==> src/rtl/g_m_rb_interp_pkg.sv <==
// Shared CFA constants: pixel width, colour-difference width and clip limits.
// Helper functions let parameterised consumers derive the same values.
package g_m_rb_interp_pkg;

   localparam int CFA_PIX_W = 12;

   function automatic int cfa_diff_w(input int pix_w);
      return pix_w - 32'sd2;
   endfunction

   function automatic int cfa_clip_hi(input int pix_w);
      return (32'sd1 <<< (pix_w - 32'sd3)) - 32'sd1;
   endfunction

   function automatic int cfa_clip_lo(input int pix_w);
      return -(32'sd1 <<< (pix_w - 32'sd3));
   endfunction

   localparam int CFA_DIFF_W   = cfa_diff_w(CFA_PIX_W);
   localparam int CFA_DIFF_MAX = cfa_clip_hi(CFA_PIX_W);
   localparam int CFA_DIFF_MIN = cfa_clip_lo(CFA_PIX_W);

endpackage

==> src/rtl/g_m_rb_interp_cdiff.sv <==
// One neighbour colour difference d = g_n - rb_n, both zero-extended,
// formed as a two's-complement add of the inverted subtrahend.
module g_m_rb_interp_cdiff
   import g_m_rb_interp_pkg::*;
#(
   parameter int PixelBitWidth = CFA_PIX_W
) (
   input  logic [PixelBitWidth-1:0]        g_n,
   input  logic [PixelBitWidth-1:0]        rb_n,
   output logic signed [PixelBitWidth:0]   d
);

   logic [PixelBitWidth:0] g_ext_s;
   logic [PixelBitWidth:0] rb_inv_s;

   assign g_ext_s  = {1'b0, g_n};
   assign rb_inv_s = ~{1'b0, rb_n};
   assign d        = signed'(g_ext_s + rb_inv_s + {{PixelBitWidth{1'b0}}, 1'b1});

endmodule

==> src/rtl/g_m_rb_interp.sv <==
// Three-stage pipeline averaging four G-RB neighbour differences with
// round-half-up and symmetric clipping; whole-pipe stall on backpressure.
module g_m_rb_interp
   import g_m_rb_interp_pkg::*;
#(
   parameter int PixelBitWidth = CFA_PIX_W
) (
   input  logic                                       clk,
   input  logic                                       rst,
   input  logic                                       in_valid,
   output logic                                       in_ready,
   input  logic [PixelBitWidth-1:0]                   g,
   input  logic [PixelBitWidth-1:0]                   g_n0,
   input  logic [PixelBitWidth-1:0]                   g_n1,
   input  logic [PixelBitWidth-1:0]                   g_n2,
   input  logic [PixelBitWidth-1:0]                   g_n3,
   input  logic [PixelBitWidth-1:0]                   rb_n0,
   input  logic [PixelBitWidth-1:0]                   rb_n1,
   input  logic [PixelBitWidth-1:0]                   rb_n2,
   input  logic [PixelBitWidth-1:0]                   rb_n3,
   output logic                                       out_valid,
   input  logic                                       out_ready,
   output logic [PixelBitWidth-1:0]                   g_out,
   output logic [cfa_diff_w(PixelBitWidth)-1:0]       g_m_rb,
   output logic                                       sat_flag
);

   localparam int DW = cfa_diff_w(PixelBitWidth);
   localparam int SW = PixelBitWidth + 3;
   localparam logic signed [SW-1:0] CLIP_HI = SW'(cfa_clip_hi(PixelBitWidth));
   localparam logic signed [SW-1:0] CLIP_LO = SW'(cfa_clip_lo(PixelBitWidth));
   localparam logic signed [SW-1:0] ROUND   = SW'(32'sd2);

   logic                               adv_s;
   logic [PixelBitWidth-1:0]           g_n_s  [4];
   logic [PixelBitWidth-1:0]           rb_n_s [4];
   logic signed [PixelBitWidth:0]      d_s    [4];
   logic signed [PixelBitWidth:0]      d_r    [4];
   logic                               v1_r, v2_r;
   logic [PixelBitWidth-1:0]           g1_r, g2_r;
   logic signed [PixelBitWidth+1:0]    p0_s, p1_s, p0_r, p1_r;
   logic signed [SW-1:0]               s_s, avg_s;
   logic [DW-1:0]                      clip_s;
   logic                               sat_s;

   assign adv_s    = out_ready || !out_valid;
   assign in_ready = adv_s;

   assign g_n_s  = '{g_n0, g_n1, g_n2, g_n3};
   assign rb_n_s = '{rb_n0, rb_n1, rb_n2, rb_n3};

   for (genvar i = 0; i < 4; i++) begin : g_cdiff
      g_m_rb_interp_cdiff #(.PixelBitWidth(PixelBitWidth)) u_cdiff (
         .g_n  (g_n_s[i]),
         .rb_n (rb_n_s[i]),
         .d    (d_s[i])
      );
   end

   // Pair sums are sign-extended by one bit so they cannot overflow.
   assign p0_s  = {d_r[0][PixelBitWidth], d_r[0]} + {d_r[1][PixelBitWidth], d_r[1]};
   assign p1_s  = {d_r[2][PixelBitWidth], d_r[2]} + {d_r[3][PixelBitWidth], d_r[3]};
   assign s_s   = {p0_r[PixelBitWidth+1], p0_r} + {p1_r[PixelBitWidth+1], p1_r};
   assign avg_s = (s_s + ROUND) >>> 2'd2;

   // Clip the rounded average into the signed colour-difference range.
   always_comb begin
      clip_s = avg_s[DW-1:0];
      sat_s  = 1'b0;
      if (avg_s > CLIP_HI) begin
         clip_s = CLIP_HI[DW-1:0];
         sat_s  = 1'b1;
      end else if (avg_s < CLIP_LO) begin
         clip_s = CLIP_LO[DW-1:0];
         sat_s  = 1'b1;
      end else begin
         clip_s = avg_s[DW-1:0];
         sat_s  = 1'b0;
      end
   end

   // Stage registers; reset wins over advance, and everything holds on stall.
   always_ff @(posedge clk) begin
      if (rst) begin
         v1_r      <= 1'b0;
         v2_r      <= 1'b0;
         out_valid <= 1'b0;
         g1_r      <= '0;
         g2_r      <= '0;
         d_r       <= '{default: '0};
         p0_r      <= '0;
         p1_r      <= '0;
         g_out     <= '0;
         g_m_rb    <= '0;
         sat_flag  <= 1'b0;
      end else if (adv_s) begin
         v1_r      <= in_valid;
         g1_r      <= g;
         d_r       <= d_s;
         v2_r      <= v1_r;
         g2_r      <= g1_r;
         p0_r      <= p0_s;
         p1_r      <= p1_s;
         out_valid <= v2_r;
         g_out     <= g2_r;
         g_m_rb    <= clip_s;
         sat_flag  <= sat_s;
      end
   end

endmodule

==> config.mk <==
export PLATFORM = sky130hd
export DESIGN_NAME = g_m_rb_interp
export DESIGN_NICKNAME = d
export VERILOG_FILES = /design/src/rtl/g_m_rb_interp_pkg.sv /design/src/rtl/g_m_rb_interp_cdiff.sv /design/src/rtl/g_m_rb_interp.sv
export SDC_FILE = /design/constraint.sdc
export NUM_CORES = 1
export LEC_CHECK = 0
export CAP_MARGIN = 0
export CORE_AREA = 2 2 152 117
export DETAILED_ROUTE_END_ITERATION = 12
export DIE_AREA = 0 0 154 119
export PLACE_DENSITY = 0.81
export SLEW_MARGIN = 25
export SYNTH_ARGS = -nofsm -noshare
export SYNTH_HDL_FRONTEND = slang
export SYNTH_HIERARCHICAL = 1
export SYNTH_SLANG_ARGS = --single-unit
==> constraint.sdc <==
create_clock -name clk -period 3.6 [get_ports clk]
set_clock_uncertainty 0.2 [all_clocks]
set_input_delay 0.72 -clock clk [delete_from_list [all_inputs] [get_ports clk]]
set_output_delay 0.72 -clock clk [all_outputs]
set_load 0.005 [all_outputs]
==> summary.md, run 1 <==
| Metric | Value |
|---|---|
| CP endpoint kind | flip-flop |
| Comb pwr share | roughly a third |
| Nature of the critical path startpoint | flip-flop |
| Total power | 5.53 mW |
| Post-DP HPWL | about 15,000 µm |
| Synth Cell Area | 9040 µm² |
| Non-Filler Instances | roughly 1,500 |
| Port Buffers | roughly 140 |
| Yosys top cell by area | dfxtp_1 |
| Die Y-Extent | 119 µm |
| Final WL | a little over 20,000 µm |
| Sink Count | 130 |
| Min Tclk post-route | 3.33 ns |
| Final worst-path cycle share | between 90 and 100% |
| Synth Area per Inst | between 7 and 8 µm² |
| Ant diodes | 0 |
| Filler cells | around 1,400 |
| Sw frac | between 30% and 40% |
| Register Area | 2600 µm² |
| CP required | approximately 3.7 ns |
| Max clock buf depth | 2 |
| Fin Setup TNS | 0 ns |
| Count leader, synth | nand2_1 |
| Worst Max-Slew Pin Slew | 0.796 ns |
| Internal power | ~3.8 mW |
| Detailed-route wire length per cell | roughly 14 µm |
| Endpoints failing setup | 0 |
| Die area | between 15,000 and 20,000 µm² |
| Sequential Power Share | about a third |
| DRT iter0 DRCs | about 520 |
| Flops & latches, synth | 130 |
| Initial Utilization | 52.9% |
| All-Layer GR Usage | a little under a quarter |
| Placed cells | 1,487 |
| CP max FO | 8 |
| Layout cells sized above 1 | around 6.3% |
| Finished Core Util | about two thirds |
| Row count | 42 |
| Initial antenna violation count | 0 |
| CP peak stage delay | about 0.45 ns |
| Pin count of the biggest net entering global routing | about 130 |
| Slowest cell on the critical path | fa_1 |
| Clock power frac | 34.6% |
| Power per Cell Area | roughly 490 nW/µm² |
| Router iterations before antenna repair | 5 |
| Yosys top cell area share | between 20% and 30% |
| Post-CTS setup buffers | 0 |
| Gr ovfl total | 0 |
| Via Count | between 8,000 and 9,000 |
| Sw Pwr | 1.69 mW |
| Area taken by multi-input logic gates | 5880 µm² |
| CTS root buf | clkbuf_16 |
| Syn Nets | 1,391 |
| DRC Markers | 0 |
| CTS resizes | 0 |
| Number of global-route vias before repair | slightly below 8,000 |
| Slew headroom | about 47% |
| Detail Route Antenna Nets | 0 |
| Max-slew violations | 0 |
| Post-synthesis sequential area ratio | between 20% and 30% |
| Warnings from Yosys | 6 |
| Worst hold-check path type | reg2reg |
| CTS tree | done |
| Crit path kind | reg2reg |
| Max Clk Rate | between 0.3 and 0.4 GHz |
| RSZ-0062 raised after global routing | no |
| Core area | around 17,000 µm² |
| Commonest cells in the synthesized netlist | 258 x nand2_1, 140 x a21oi_1, 130 x dfxtp_1 |
| Io pins | between 100 and 150 |
| Top FF cell, synth | dfxtp_1 |
| Worst-path clk slew | about 0.060 ns |
| Asr flop ratio synth | 0% |
| Num CTS Buffers | 17 |
| Die Wd | roughly 150 µm |
| Nets | around 1,500 |
| Maxcap violations | 0 |
| Area Growth Syn to Fin | 24.0% |
| Status | finished clean |
| Hold Fails Final Rpt | 0 |
| First-pass GRT wire length | 35,500 µm |
| CTS Hold Buffers Added | 0 |
| Clk_lat worst skew | ~0.42 ns |
| Launch point of the worst reg-to-reg path | p0_r[1] |
| Worst vdd ir | between 0.0003 and 0.0004 V |
| Yosys cell types | 62 |
| Number of synthesized flops with an enable pin | 0 |
| Hold wc startpoint | g2_r[3] |
| Crit. Startpoint | p0_r[1] |
| Crit path cell chain | inv_1, ha_1, nand3b_1, fa_1, nor2b_4, o2111ai_2, a32oi_2, a31oi_1, xnor2_1, o311ai_2, and2_1, a21oi_2 |
| Synth Instances | between 1,000 and 1,500 |
| Pleak | approximately 5 nW |
| Critical Path AT | roughly 3.4 ns |
| H-Tree Depth | 4 |
| Largest cells by area after synthesis | dfxtp_1 29%, ha_1 14%, nand2_1 11%, a21oi_1 7.7%, inv_1 4.2% |
| Via density | around 5.5 |
| GPL Wtd Cong | 0.893 |
-- final timing paths --
path         slack, ns   endpoint  cells past startpoint
max reg2reg       0.27  g_m_rb[8]                     12
max               0.27  g_m_rb[8]                     12
min               0.25    g2_r[3]                      2
min reg2reg       0.25    g2_r[3]                      2
-- sequential cells by signal, indices dropped and copies added (netlist names) --
| signal | flops |
|---|---|
| d_r | 52 |
| g1_r | 12 |
| g2_r | 12 |
| g_m_rb | 10 |
| g_out | 12 |
| out_valid | 1 |
| p0_r | 14 |
| p1_r | 14 |
| sat_flag | 1 |
| v1_r | 1 |
| v2_r | 1 |
-- power by group through the flow --
stage | combinational, mW | sequential (mW) | clock, mW
after global routing | 2.03 | 1.82 | 2.00
after detailed placement | 1.78 | 1.81 | 0
after global placement | 1.74 | 1.81 | 0
final | 1.82 | 1.79 | 1.91
after CTS | 1.82 | 1.79 | 1.93
after floorplan | 1.30 | 1.78 | 0
-- per-stage QoR --
stage	cell area (µm²)	worst slack, ns	hold WS (ns)
after floorplan	9040	0.635	0.232
after global placement	10600	0.392	0.238
after detailed placement	10600	0.303	0.244
after CTS	11200	0.265	0.252
after global routing	11200	0.0879	0.268
final	11200	0.273	0.249
-- per-layer routing --
metal,vias to the layer above,GRT usage [%],share of wire (%)
met5,-,0,0
li1,4264,-,-
met1,3860,31.7,49
met2,223,36.5,44
met4,0,7.24,2.0
met3,37,5.20,5.5
-- kinds of logic after synthesis --
group,count (synthesis),synth area share (%)
and+or+nand+nor,413,21.2
AOI/OAI and AO/OA,322,23.0
buffers and inverters,146,6.23
DFF,130,28.8
adders and majority gates,106,15.3
xor gates and xnor gates,50,4.84
muxes,6,0.664
-- final cells by class --
cell class | count | share of cell area, %
clock inverters | 9 | 1.57
inverters | 100 | 3.36
multi-input cells | 897 | 52.5
repair buffers | 140 | 12.6
clock buffers | 22 | 4.32
flip-flops and latches | 130 | 23.2
well taps | 220 | 2.46
-- cell usage in the layout, fill, tap and decap left out, drive strengths merged, types with 8 or more instances in the layout --
cell / synthesis / layout
nand2b: 11 / 11
o21ai: 53 / 53
a21oi: 157 / 157
and2: 9 / 9
xor2: 18 / 18
o211ai: 14 / 14
xnor2: 32 / 32
nor2: 39 / 39
nor2b: 15 / 15
o21a: 8 / 8
or3: 9 / 9
inv: 100 / 99
o21bai: 10 / 10
a21o: 18 / 18
dfxtp: 130 / 130
nor3: 24 / 24
nand2: 258 / 258
o311ai: 9 / 9
nand3: 18 / 18
ha: 99 / 99
a31oi: 9 / 9
clkbuf: 43 / 22
clkdlybuf4s50: 0 / 135
-- worst max-delay path: cells and delay by family (launching register included) --
family	cells	cell delay (ns)
simple gates	3	0.78
compound gates	5	0.97
flops	1	0.32
fa+ha+maj	2	0.74
buf+inv	1	0.04
xor+xnor	1	0.16
Note: power is estimated with default switching activity, not from simulation.
==> run 2, diff against run 1 <==
Settings changed: CORE_AREA 2 2 152 117 to 2 2 132 134, DIE_AREA 0 0 154 119 to 0 0 134 136, REMOVE_ABC_BUFFERS set to 1.
==> run 2 against run 1 <==
Net effect: first-iteration DRC count fell by 7.4%; final area is 0.59% lower; critical endpoint is now g_m_rb[7]; routed wire length decreased by 6.8%; die area fell by 0.56%; non-clock buffer count rose by 1; combinational power is essentially flat; largest cell class unchanged; critical path type unchanged; count of clock-buffer cells in the layout rose by 1; power is 4.3% lower; sequential cell count did not move; worst hold slack got worse by 0.00098 ns; highest routed layer unchanged; register-to-register slack gained 0.11 ns.
==> summary.md, run 2 (synthesized netlist as in run 1, its figures left out) <==
| Metric | Value |
|---|---|
| Status | finished clean (unchanged) |
| Hold Fails Final Rpt | 0 (unchanged) |
| Via Count | 8,262 (was 8,384) |
| Post-DP HPWL | 14,000 µm (was 14,700 µm) |
| Min Tclk post-route | 3.22 ns (was 3.33 ns) |
| Pleak | 4.98 nW (was 5.01 nW) |
| Clk_lat worst skew | 0.42 ns (about the same) |
| Die Y-Extent | 136 µm (was 119 µm) |
| Max Clk Rate | 0.311 GHz (was 0.301 GHz) |
| Worst-path clk slew | 0.06 ns (about the same) |
| Number of global-route vias before repair | 7,690 (was 7,898) |
| Row count | 48 (was 42) |
| Critical path destination | g_m_rb[7] (was g_m_rb[8]) |
| Placement Setup Slack | 0.260 ns (was 0.303 ns) |
| Placed inst area | 10,600 µm² (about the same) |
| H-Tree Depth | 4 (unchanged) |
| Worst reg2reg path depth | 12 (unchanged) |
| Nature of the critical path startpoint | flip-flop (unchanged) |
| Core area | 16,900 µm² (was 17,100 µm²) |
| RR Endpoint | g_m_rb[7] (was g_m_rb[8]) |
| Gr ovfl total | 0 (unchanged) |
| Layout cells sized above 1 | 6.46% (was 6.32%) |
| Post-route cell area | 11,100 µm² (was 11,200 µm²) |
| Maxcap violations | 0 (unchanged) |
| CTS tree | done (unchanged) |
| Io pins | 137 (unchanged) |
| Final WL | 19,300 µm (was 20,700 µm) |
| Sink Count | 130 (unchanged) |
| GPL Wtd Cong | 0.884 (was 0.893) |
| Final worst-path cycle share | 89.4% (was 92.4%) |
| Post-CTS setup buffers | 0 (unchanged) |
| Detail Route Antenna Nets | 0 (unchanged) |
| Die area | 18,200 µm² (was 18,300 µm²) |
| Num CTS Buffers | 17 (unchanged) |
| Commonest non-fill, non-tap cell in the layout | nand2_1 (unchanged) |
| Port Buffers | 136 (unchanged) |
| Most frequent cells in the layout | 258 x nand2_1, 140 x a21oi_1, 135 x clkdlybuf4s50_1 (unchanged) |
| Slew headroom | 61.1% (was 46.9%) |
| Hold slack | 0.248 ns (was 0.249 ns) |
| Max FFs per register | 52 (unchanged) |
| Via density | 5.42 (was 5.52) |
| Nets | 1,505 (was 1,504) |
| Total power | 5.29 mW (was 5.53 mW) |
| Launch point of the worst reg-to-reg path | p0_r[1] (unchanged) |
| Initial antenna violation count | 0 (unchanged) |
| Max clock buf depth | 2 (unchanged) |
| First-pass GRT wire length | 33,700 µm (was 35,500 µm) |
| Worst Max-Slew Pin Slew | 0.583 ns (was 0.796 ns) |
| Register-to-register setup slack | 0.38 ns (was 0.27 ns) |
| Router iterations before antenna repair | 5 (unchanged) |
| Detailed-route wire length per cell | 12.6 µm (was 13.6 µm) |
| DRT iter0 DRCs | 485 (was 524) |
| CTS root buf | clkbuf_16 (unchanged) |
| Biggest register | d_r (unchanged) |
| Die Wd | 134 µm (was 154 µm) |
| Ant diodes | 0 (unchanged) |
| Critical Path AT | 3.33 ns (was 3.43 ns) |
| Worst hold-check path type | reg2reg (unchanged) |
| Pin count of the biggest net entering global routing | 129 (unchanged) |
| Max-slew violations | 0 (unchanged) |
| Power per Cell Area | 475 nW/µm² (was 493 nW/µm²) |
| Crit. Startpoint | p0_r[1] (unchanged) |
| Worst vdd ir | 0.000363 V (was 0.000372 V) |
| Fin Setup TNS | 0 ns (unchanged) |
| CP endpoint kind | flip-flop (unchanged) |
| RSZ-0062 raised after global routing | no (unchanged) |
| CP max FO | 8 (unchanged) |
| All-Layer GR Usage | 22.0% (was 23.2%) |
| Final worst slack | 0.383 ns (was 0.273 ns) |
| Largest registers | d_r: 52 flops, p0_r: 14 flops, p1_r: 14 flops (unchanged) |
| Area Growth Syn to Fin | 23.3% (was 24.0%) |
| CP required | 3.71 ns (was 3.70 ns) |
| CTS resizes | 0 (unchanged) |
| Initial Utilization | 53.6% (was 52.9%) |
| Crit path kind | reg2reg (unchanged) |
| Endpoints failing setup | 0 (unchanged) |
| DRC Markers | 0 (unchanged) |
| CTS Hold Buffers Added | 0 (unchanged) |
-- run 2: cell types whose count changed in the layout (fill, tap and decap cells not counted) --
| cell | previous run | this run |
|---|---|---|
| and2_1 | 6 | 5 |
| and2_2 | 0 | 1 |
| buf_12 | 2 | 1 |
| buf_4 | 3 | 5 |
| bufinv_16 | 5 | 2 |
| clkbuf_1 | 1 | 2 |
| clkinv_2 | 3 | 5 |
| clkinvlp_4 | 1 | 2 |
-- run 2: how the worst min path moves through the flow --
stage,from,endpoint,depth (start not counted)
global route,g_out[7],g_out[7],2
global placement,g_out[10],g_out[10],2
finish,g_out[1],g_out[1],2
detailed placement,g1_r[7],g1_r[7],2
CTS,g1_r[7],g1_r[7],2
floorplan,g1_r[0],g1_r[0],2
-- run 2: layout make-up --
cell class / instances / area [µm²]
Timing Repair Buffer: 141 / 1410
Clock inverter: 9 / 104
Sequential cell: 130 / 2600
Multi-Input combinational cell: 897 / 5880
Fill cell: 1425 / 5730
Inverter: 100 / 377
Tap cell: 225 / 282
Clock buffer: 23 / 488
-- run 2: worst max-delay path: stages (launching register included) --
cell	delay (ns)
dfxtp_1	0.32
inv_1	0.04
ha_1	0.29
nand3b_1	0.18
fa_1	0.46
nor2b_4	0.15
o2111ai_2	0.15
a32oi_2	0.27
a31oi_1	0.13
xnor2_1	0.16
o311ai_2	0.32
and2_2	0.35
a21oi_2	0.08
-- run 2: report_power, final --
| group | leakage, nW | internal [mW] | switching (mW) |
|---|---|---|---|
| Clock | 0.289 | 1.09 | 0.619 |
| Sequential | 1.08 | 1.65 | 0.131 |
| Combinational | 3.61 | 0.877 | 0.922 |
| Total | 4.98 | 3.62 | 1.67 |
-- run 2: per-stage QoR --
step           cells  util (%)
2_1_floorplan   1127         -
3_3_place_gp    1493      62.5
3_5_place_dp    1493      62.5
4_1_cts         1525      66.0
5_1_grt         1525      66.0
6_report        1525      66.0
-- run 2: metal layers --
| metal | share of wire [%] | GRT usage (%) | vias to the layer above |
|---|---|---|---|
| met3 | 3.8 | 4.29 | 25 |
| met5 | 0 | 0 | - |
| met1 | 47 | 28.7 | 3801 |
| met4 | 1.4 | 6.56 | 0 |
| met2 | 47 | 36.8 | 152 |
| li1 | - | - | 4284 |
==> run 3, diff against run 2 <==
Settings changed: CORE_AREA 2 2 132 134 to 2 2 141 143, DIE_AREA 0 0 134 136 to 0 0 143 145, PLACE_DENSITY 0.81 to 0.72.
==> run 3 against run 2 <==
Net effect: worst hold slack is essentially flat; fmax grew 0.66%; critical path type unchanged; non-clock buffer count grew 2; via count shrank 1.8%; power shrank 2.3%; largest power group is now sequential cells; die area grew 14%; cell count grew 2.8%; core utilization shrank 7.9 points; clock power shrank 6%.
==> summary.md, run 3 (synthesized netlist as in run 1, its figures left out) <==
| Metric | Value |
|---|---|
| Status | finished clean (unchanged) |
| Crit path kind | reg2reg (unchanged) |
| Post-DP HPWL | 14,100 µm (was 14,000 µm) |
| Router iterations before antenna repair | 4 (was 5) |
| Maxcap violations | 0 (unchanged) |
| Pleak | 4.96 nW (was 4.98 nW) |
| Fin Setup TNS | 0 ns (unchanged) |
| Biggest register | d_r (unchanged) |
| Detailed-route wire length per cell | 12.1 µm (was 12.6 µm) |
| CTS tree | done (unchanged) |
| Sw frac | 32.5% (was 31.6%) |
| Critical Path AT | 3.29 ns (was 3.33 ns) |
| Internal power | 3.49 mW (was 3.62 mW) |
| CP max FO | 8 (unchanged) |
| Area Growth Syn to Fin | 23.5% (was 23.3%) |
| Die area | 20,700 µm² (was 18,200 µm²) |
| Clk_lat worst skew | 0.42 ns (about the same) |
| Power per Cell Area | 463 nW/µm² (was 475 nW/µm²) |
| Worst Max-Slew Pin Slew | 0.642 ns (was 0.583 ns) |
| Final worst slack | 0.404 ns (was 0.383 ns) |
| CP endpoint kind | flip-flop (unchanged) |
| All-Layer GR Usage | 18.8% (was 22.0%) |
| Final worst-path cycle share | 88.8% (was 89.4%) |
| Max Clk Rate | 0.313 GHz (was 0.311 GHz) |
| First-pass GRT wire length | 33,000 µm (was 33,700 µm) |
| Initial Utilization | 47.1% (was 53.6%) |
| Clock power frac | 30.9% (was 32.2%) |
| CP required | 3.70 ns (was 3.71 ns) |
| Nature of the critical path startpoint | flip-flop (unchanged) |
| Row count | 51 (was 48) |
| Hold Fails Final Rpt | 0 (unchanged) |
| Most frequent cells in the layout | 258 x nand2_1, 140 x a21oi_1, 135 x clkdlybuf4s50_1 (unchanged) |
| Layout cells sized above 1 | 6.76% (was 6.46%) |
| Io pins | 137 (unchanged) |
| Endpoints failing setup | 0 (unchanged) |
| Core area | 19,200 µm² (was 16,900 µm²) |
| Pin count of the biggest net entering global routing | 66 (was 129) |
| GPL Wtd Cong | 0.856 (was 0.884) |
| Gr ovfl total | 0 (unchanged) |
| Commonest non-fill, non-tap cell in the layout | nand2_1 (unchanged) |
| Final WL | 19,000 µm (was 19,300 µm) |
| Largest registers | d_r: 52 flops, p0_r: 14 flops, p1_r: 14 flops (unchanged) |
| Die Y-Extent | 145 µm (was 136 µm) |
| Max clock buf depth | 2 (unchanged) |
| Worst vdd ir | 0.000294 V (was 0.000363 V) |
| Worst-path clk slew | 0.06 ns (about the same) |
| Finished Core Util | 58.1% (was 66.0%) |
| Ant diodes | 0 (unchanged) |
| Initial antenna violation count | 0 (unchanged) |
| RSZ-0062 raised after global routing | no (unchanged) |
| Via density | 5.18 (was 5.42) |
| DRT iter0 DRCs | 387 (was 485) |
| Die Wd | 143 µm (was 134 µm) |
| Port Buffers | 136 (unchanged) |
| Comb pwr share | 34.5% (was 34.0%) |
| Num CTS Buffers | 17 (unchanged) |
| Placement Setup Slack | 0.246 ns (was 0.260 ns) |
| Worst hold-check path type | reg2reg (unchanged) |
| DRC Markers | 0 (unchanged) |
| CTS root buf | clkbuf_16 (unchanged) |
| Number of global-route vias before repair | 7,483 (was 7,690) |
| Sw Pwr | 1.68 mW (was 1.67 mW) |
| Detail Route Antenna Nets | 0 (unchanged) |
| Sink Count | 130 (unchanged) |
| Slew headroom | 57.2% (was 61.1%) |
| Via Count | 8,117 (was 8,262) |
| H-Tree Depth | 4 (unchanged) |
| Nets | 1,507 (was 1,505) |
| Sequential Power Share | 34.6% (was 33.8%) |
| Max-slew violations | 0 (unchanged) |
| Max FFs per register | 52 (unchanged) |
| Min Tclk post-route | 3.20 ns (was 3.22 ns) |
| Total power | 5.17 mW (was 5.29 mW) |
run 3: path summary, 6_finish.rpt:
path | startpoint | end | slack [ns] | depth (start not counted)
max | p0_r[1] | g_m_rb[3] | 0.40 | 12
max reg2reg | p0_r[1] | g_m_rb[3] | 0.40 | 12
min reg2reg | g_out[11] | g_out[11] | 0.25 | 2
min | g_out[11] | g_out[11] | 0.25 | 2
run 3: worst max-delay path: stages (launching register included):
cell and delay (ns):
dfxtp_1 0.33, inv_1 0.05, ha_1 0.29, nand3b_1 0.18
fa_1 0.45, nor2b_4 0.15, o2111ai_2 0.14, a32oi_2 0.26
a31oi_1 0.13, xnor2_1 0.16, o311ai_2 0.32, and2_2 0.34
a21oi_2 0.08
run 3: timing repair:
item / CTS / global route
hold buffers: 0 / 0
gates resized for setup: 0 / 1
setup buffers: 0 / 0
endpoints found under the setup margin: 0 / 8
run 3: metrics by stage:
stage	std cells	area, µm²	hold slack (ns)
finish	1567	11200	0.248
global route	1567	11200	0.262
CTS	1567	11200	0.251
detailed placement	1535	10600	0.244
global placement	1535	10600	0.237
floorplan	1127	8850	0.226
run 3: area by class of cell:
cell class                 instances  area, µm²
clock buffer                      18        439
clock inverter                    14        116
fill                            1811       8050
inverter                         100        377
multi-input combinational        897       5880
sequential                       130       2600
tap                              265        332
timing repair buffer             143       1410
run 3: power groups by stage:
stage / combinational [mW] / sequential (mW) / clock (mW)
2_1_floorplan: 1.26 / 1.78 / 0
3_3_place_gp: 1.74 / 1.81 / 0
3_5_place_dp: 1.78 / 1.82 / 0
4_1_cts: 1.79 / 1.79 / 1.63
5_1_grt: 2.02 / 1.81 / 1.69
6_report: 1.78 / 1.79 / 1.60
run 3: per-layer routing:
metal	track usage (%)	routed length, µm
met1	25.7	9480
met2	30.2	8510
met3	3.04	738
met4	5.69	297
met5	0	0
